`config.mk`:
```
export PLATFORM = sky130hd
export DESIGN_NAME = sprite_pos_stream
export DESIGN_NICKNAME = d
export VERILOG_FILES = /design/src/rtl/sprite_pos_stream.sv
export SDC_FILE = /design/constraint.sdc
export NUM_CORES = 1
export LEC_CHECK = 0
export ABC_AREA = 0
export CAP_MARGIN = 20
export CORE_MARGIN = 4
export CORE_UTILIZATION = 55
export CTS_CLUSTER_SIZE = 8
export DETAILED_ROUTE_END_ITERATION = 8
export GPL_TIMING_DRIVEN = 1
export HOLD_SLACK_MARGIN = 0.06
export PLACE_DENSITY = 0.83
export RECOVER_POWER = 50
export SETUP_SLACK_MARGIN = 0.2
export SYNTH_ARGS = -nofsm -noshare
export SYNTH_HDL_FRONTEND = slang
export SYNTH_SLANG_ARGS = --single-unit
```
`constraint.sdc`:
```
create_clock -name clk -period 9.46 [get_ports clk]
set_input_delay 1.892 -clock clk [delete_from_list [all_inputs] [get_ports clk]]
set_output_delay 1.892 -clock clk [all_outputs]
set_load 0.01 [all_outputs]
```
`src/rtl/sprite_pos_stream.sv`:
```
// Multi-sprite position controller: moves the selected sprite from buttons and streams one
// sprite word per sprite round-robin over valid/ready. Define SPRITE_POS_WRAP_EN to wrap.
module sprite_pos_stream #(
    parameter int unsigned NUM_SPRITES   = 4,
    parameter int unsigned X_MIN         = 0,
    parameter int unsigned X_MAX         = 620,
    parameter int unsigned Y_MIN         = 0,
    parameter int unsigned Y_MAX         = 460,
    parameter int unsigned STEP          = 1,
    parameter int unsigned HOLD_CYCLES   = 8,
    parameter int unsigned REPEAT_CYCLES = 4,
    parameter int unsigned OFFSET_BASE   = 0,
    parameter int unsigned OFFSET_STEP   = 1,
    parameter logic [2:0]  ACTIVE_CODE   = 3'b001
) (
    input  logic        clk,
    input  logic        reset,
    input  logic        btn_left,
    input  logic        btn_right,
    input  logic        btn_up,
    input  logic        btn_down,
    input  logic        btn_select,
    output logic [2:0]  sel_idx,
    output logic        out_valid,
    input  logic        out_ready,
    output logic [31:0] out
);

    localparam int unsigned IDX_W   = $clog2(NUM_SPRITES);
    localparam int unsigned CNT_MAX = (HOLD_CYCLES > REPEAT_CYCLES) ? HOLD_CYCLES : REPEAT_CYCLES;
    localparam int unsigned CNT_W   = $clog2(CNT_MAX + 1);

    localparam logic [CNT_W-1:0] HOLD_V   = CNT_W'(HOLD_CYCLES);
    localparam logic [CNT_W-1:0] REP_V    = CNT_W'(REPEAT_CYCLES);
    localparam logic [CNT_W-1:0] CNT_ONE  = CNT_W'(1);
    localparam logic [10:0]      STEP_V   = 11'(STEP);
    localparam logic [10:0]      X_LO     = 11'(X_MIN);
    localparam logic [10:0]      X_HI     = 11'(X_MAX);
    localparam logic [10:0]      Y_LO     = 11'(Y_MIN);
    localparam logic [10:0]      Y_HI     = 11'(Y_MAX);
    localparam logic [IDX_W-1:0] LAST_IDX = IDX_W'(NUM_SPRITES - 1);
    localparam logic [IDX_W-1:0] IDX_ONE  = IDX_W'(1);

    // One step in either direction, bounded to [lo, hi].
    function automatic logic [9:0] move(input logic [9:0] pos, input logic up,
                                        input logic [10:0] lo, input logic [10:0] hi);
        logic [10:0] p;
        logic [10:0] r;
        p = {1'b0, pos};
        if (up) begin
            if (p + STEP_V > hi) begin
`ifdef SPRITE_POS_WRAP_EN
                r = lo + (p + STEP_V - hi - 11'd1);
`else
                r = hi;
`endif
            end else begin
                r = p + STEP_V;
            end
        end else begin
            if (p < lo + STEP_V) begin
`ifdef SPRITE_POS_WRAP_EN
                r = hi - (lo + STEP_V - p - 11'd1);
`else
                r = lo;
`endif
            end else begin
                r = p - STEP_V;
            end
        end
        return 10'(r);
    endfunction

    // Bit order: left, right, up, down, select; axis a uses bits 2a (neg) and 2a+1 (pos).
    logic [4:0]       btn;
    logic [4:0]       btn_q;
    logic             sel_press;
    logic [IDX_W-1:0] sel_q;
    logic [IDX_W-1:0] k_q;
    logic [IDX_W-1:0] k_next;
    logic [IDX_W-1:0] ld_idx;
    logic [CNT_W-1:0] cnt_q [2];
    logic [CNT_W-1:0] cnt_d [2];
    logic [1:0]       rep_q;
    logic [1:0]       rep_d;
    logic [1:0]       do_step;
    logic [1:0]       step_up;
    logic [9:0]       x_q [NUM_SPRITES];
    logic [9:0]       y_q [NUM_SPRITES];
    logic [9:0]       x_new;
    logic [9:0]       y_new;
    logic [31:0]      word;

    assign btn       = {btn_select, btn_down, btn_up, btn_right, btn_left};
    assign sel_press = btn[4] & ~btn_q[4];
    assign sel_idx   = 3'(sel_q);

    always_comb begin
        for (int a = 0; a < 2; a++) begin
            cnt_d[a]   = cnt_q[a];
            rep_d[a]   = rep_q[a];
            do_step[a] = 1'b0;
            step_up[a] = btn[2*a+1];
            // Idle or opposing buttons, or a select edge: no motion, restart the hold timer.
            if (sel_press || (btn[2*a] == btn[2*a+1])) begin
                cnt_d[a] = '0;
                rep_d[a] = 1'b0;
            end else if (btn[2*a+1] ? !btn_q[2*a+1] : !btn_q[2*a]) begin
                do_step[a] = 1'b1;
                cnt_d[a]   = CNT_ONE;
                rep_d[a]   = 1'b0;
            end else if (cnt_q[a] != '0) begin
                if (!rep_q[a] && cnt_q[a] == HOLD_V) begin
                    do_step[a] = 1'b1;
                    cnt_d[a]   = CNT_ONE;
                    rep_d[a]   = 1'b1;
                end else if (rep_q[a] && cnt_q[a] == REP_V) begin
                    do_step[a] = 1'b1;
                    cnt_d[a]   = CNT_ONE;
                end else begin
                    cnt_d[a] = cnt_q[a] + CNT_ONE;
                end
            end
        end
    end

    assign x_new = move(x_q[sel_q], step_up[0], X_LO, X_HI);
    assign y_new = move(y_q[sel_q], step_up[1], Y_LO, Y_HI);

    always_ff @(posedge clk) begin
        if (reset) begin
            btn_q <= '0;
            sel_q <= '0;
            rep_q <= '0;
            for (int a = 0; a < 2; a++) cnt_q[a] <= '0;
            for (int i = 0; i < NUM_SPRITES; i++) begin
                x_q[i] <= 10'(X_MIN);
                y_q[i] <= 10'(Y_MIN);
            end
        end else begin
            btn_q <= btn;
            rep_q <= rep_d;
            for (int a = 0; a < 2; a++) cnt_q[a] <= cnt_d[a];
            if (sel_press) sel_q <= (sel_q == LAST_IDX) ? '0 : sel_q + IDX_ONE;
            if (do_step[0]) x_q[sel_q] <= x_new;
            if (do_step[1]) y_q[sel_q] <= y_new;
        end
    end

    // Words sample position registers before this edge's commit.
    assign k_next = (k_q == LAST_IDX) ? '0 : k_q + IDX_ONE;
    assign ld_idx = out_valid ? k_next : k_q;
    assign word   = {ACTIVE_CODE, x_q[ld_idx], y_q[ld_idx],
                     9'(OFFSET_BASE + 32'(ld_idx) * OFFSET_STEP)};

    always_ff @(posedge clk) begin
        if (reset) begin
            out_valid <= 1'b0;
            out       <= '0;
            k_q       <= '0;
        end else if (!out_valid) begin
            out_valid <= 1'b1;
            out       <= word;
        end else if (out_ready) begin
            out <= word;
            k_q <= k_next;
        end
    end

endmodule

```
==> summary.txt <==
=================================================================================
Status ............................................................. finished, violations left
Violated checks .................................................... capacitance limit, slew limit
Remaining routing DRC violations ...................................            0
Maximum fanout along the worst path ................................           33
Switch share .......................................................        28.0%
Effective utilization at floorplan .................................        56.5%
Wire length of the first global-routing pass ....................... 27300 microns
Kind of critical path ..............................................    in -> reg
DR pass1 iterations ................................................            6
Dominant cell type by area after synthesis .........................     edfxtp_1
Number of global-route vias before repair ..........................         5419
Pre-CTS setup slack ................................................      4.35 ns
Post-Syn Area ......................................................   7160 sq um
Cell types occupying the most area after synthesis ................. edfxtp_1, mux4_2, dfxtp_1
Placeable Area .....................................................  12700 sq um
Most used routing layer in global routing ..........................         met2
Share of synthesized area occupied by flip-flops and latches .......        46.2%
Clock root buffer ..................................................    clkbuf_16
Arrival time of the worst setup path ...............................      5.71 ns
CTS tree ...........................................................          yes
Antenna Diode Count ................................................            0
Worst min path class ...............................................   reg -> reg
Fill cell count ....................................................          932
Gr ovfl total ......................................................            0
Area of the die ....................................................  14900 sq um
Internal power component ...........................................      1.11 mW
Placed wire-length estimate after detailed placement ............... 11700 microns
Port Buffer Count ..................................................           33
Synth cell types ...................................................           74
Top cells by count, synth .......................................... nor2_1, edfxtp_1, nand2_1, a21oi_1, dfxtp_1
Vias post-DR .......................................................         5594
Total power divided by cell area ...................................  189 nW/um^2
Post-CTS setup buffers .............................................            0
Number of enable-type register cells in the synthesized netlist ....           80
Clock buffer count from CTS ........................................           17
Required time at the endpoint of the critical path .................      9.61 ns
Yosys warning count ................................................            0
Height of the chip .................................................  122 microns
Family with the most delay on the worst path ....................... buffers and inverters
Worst slew pin tran ................................................      1.53 ns
Antenna Violating Nets Remaining ...................................            0
Final-layout setup total negative slack ............................         0 ns
Maximum vdd drop ...................................................   0.000157 V
Total wire length after detailed routing ........................... 16900 microns
Count of pins on the block boundary ................................           44
Reported net switching power .......................................       430 uW
Mean cell area of the mapped netlist ...............................   10.7 sq um
Total routing resource utilization after global routing ............        24.0%
Maximum clock insertion buffer count ...............................            2
Post-layout worst setup margin .....................................      3.91 ns
Number of buffers inserted by hold repair at cts ...................            0
Average detailed-routed wire length per instance ................... 19.2 microns
Share of post-route cells with drive strength above 1 ..............        15.7%
Number of cells upsized or downsized after cts .....................            0
Count of clock tree sinks ..........................................          125
Total number of H-tree levels ......................................            4
RSZ-0062 raised after global routing ...............................           no
X dimension of the die .............................................  122 microns
Met2 GRT Util ......................................................        38.5%
Final slew viol count ..............................................           34
Primary flip-flop cell chosen by synthesis mapping .................     edfxtp_1
Site Rows ..........................................................           41
Largest net degree at the start of global routing ..................           34
Critical-path cell with the highest stage delay ....................     clkbuf_1
Area fraction of the dominant cell type after synthesis ............        33.6%
Worst max-slew margin expressed relative to the limit ..............       -1.70%
Static leakage power ...............................................      2.93 nW
Portion of total power attributed to the clock network .............        42.3%
Number of failing setup endpoints in the final timing report .......            0
Initial antenna violation count ....................................            0
Critical path launch point type ....................................    input pin
Fraction of met3 tracks used by global routing .....................        5.99%
Source-to-sink clock delay at the later pin of the worst-skew pair .      0.42 ns
Final weighted congestion in routability-driven placement ..........         1.03
Count of max-cap constraint violations .............................            1
Number of buffers and inverters on the critical path ...............            5
FMAX ...............................................................      180 MHz
Starting DRC count in detailed routing .............................          668
Syn Inst Count .....................................................          671
Comb pwr share .....................................................        16.6%
Fraction of synthesis flops using an asynchronous set or reset pin .           0%
Area growth from synthesis to layout ...............................        13.7%
Count leader, synth ................................................       nor2_1
Nets ...............................................................          711
Clock slew at reported path FFs ....................................      0.06 ns
Via density per instance ...........................................         6.37
Number of endpoints with negative hold slack in the final report ...            0
Proportion of power drawn by flip-flops and latches ................        41.1%
Setup skew after layout ............................................   0.00682 ns
CP peak stage delay ................................................      1.10 ns
Fraction of met1 tracks used by global routing .....................        31.0%
Post-layout min period .............................................      5.55 ns
Cells along the critical path ...................................... dlygate4sd3_1 > clkbuf_1 > inv_1 > and3_1 > a21boi_0 > o21ai_0 > clkbuf_1 > inv_1 > o221ai_1 > nor2_1
Worst Setup End Kind ...............................................         flop
FF+latch count, synth ..............................................          125
Final period utilization ...........................................        58.7%
=================================================================================
kinds of logic (layout without fill, tap and decap cells):
logic type                 count (synthesis)  count (layout)  share of synthesized area (%)
and+or+nand+nor                          286             286                           20.1
muxes                                     50              50                           14.4
other                                      1              10                         0.0524
xor gates and xnor gates                  26              26                           3.29
adders and majority gates                 10              10                           1.75
buffers and inverters                     74             100                           5.02
DFF                                      125             125                           46.2
AOI/OAI and AO/OA                         99              99                           9.23
routing by layer:
layer  vias up  share of wire (%)
li1       2502                  -
met1      2719                 39
met2       338                 48
met3        35                 11
met4         0                2.3
met5         -                  0
worst min-delay path, stage by stage (launching register included):
cell	delay, ns
dfxtp_1	0.30
nand2_1	0.05
a21oi_1	0.05
registers in the layout, indices dropped and copies added, names as in the netlist, named ones only:
| name | flops |
|---|---|
| k_q | 2 |
| cnt_q | 8 |
| x_q | 40 |
| out | 23 |
| rep_q | 2 |
| btn_q | 5 |
| out_valid | 1 |
| sel_q | 2 |
| y_q | 40 |
layout make-up:
type / instances / area (sq um) / share of cell area [%]
inverters: 26 / 97.6 / 1.20
flip-flops and latches: 125 / 3300 / 40.6
multi-input cells: 481 / 3540 / 43.5
clock inverters: 15 / 164 / 2.01
well taps: 172 / 215 / 2.65
repair buffers: 42 / 394 / 4.84
clock buffers: 17 / 425 / 5.23
stage by stage:
stage          area [sq um]  utilization (%)  total power, mW  hold slack (ns)  std cells
3_3_place_gp           7530             59.4            0.884            0.437        843
4_1_cts                8130             64.1             1.54            0.451        876
5_1_grt                8140             64.2             1.59            0.465        878
2_1_floorplan          7190                -            0.829            0.452        680
3_5_place_dp           7540             59.5            0.894            0.443        844
6_report               8140             64.2             1.54            0.446        878
power by group through the flow:
stage	logic (mW)	registers, mW	clock network (mW)
5_1_grt	0.277	0.635	0.676
3_5_place_dp	0.252	0.642	0
6_report	0.255	0.632	0.650
3_3_place_gp	0.245	0.639	0
2_1_floorplan	0.191	0.638	0
4_1_cts	0.255	0.632	0.653
path summary, 6_finish.rpt:
path | start | endpoint | slack [ns] | cells after the start
worst max register to register | flop | y_q[2][2] | 5.77 | 9
worst min register to register | out[15] | out[15] | 0.45 | 2
worst max-delay path | reset | y_q[2][2] | 3.91 | 10
worst min-delay path | out[15] | out[15] | 0.45 | 2
placed cells by master, fill, tap and decap left out, drive strengths merged, types with 4 or more instances in the layout:
cell type and n:
or3 4, clkbuf 19, nand4 7, nand3 22, buf 7, nand2 79, xor2 11, nor2b 12
and3 4, mux2 4, nor4 12, clkinvlp 4, dlygate4sd3 27, nor3 21, clkdlybuf4s50 6, nor3b 9
and2 4, or2 5, xnor2 15, mux4 42, a31oi 5, mux2i 4, and3b 4, nand2b 8
ha 10, o21ai 13, edfxtp 80, dfxtp 45, clkinv 5, inv 30, a21oi 45, nor2 85
conb 10
Note: power is estimated with default switching activity, not from simulation.
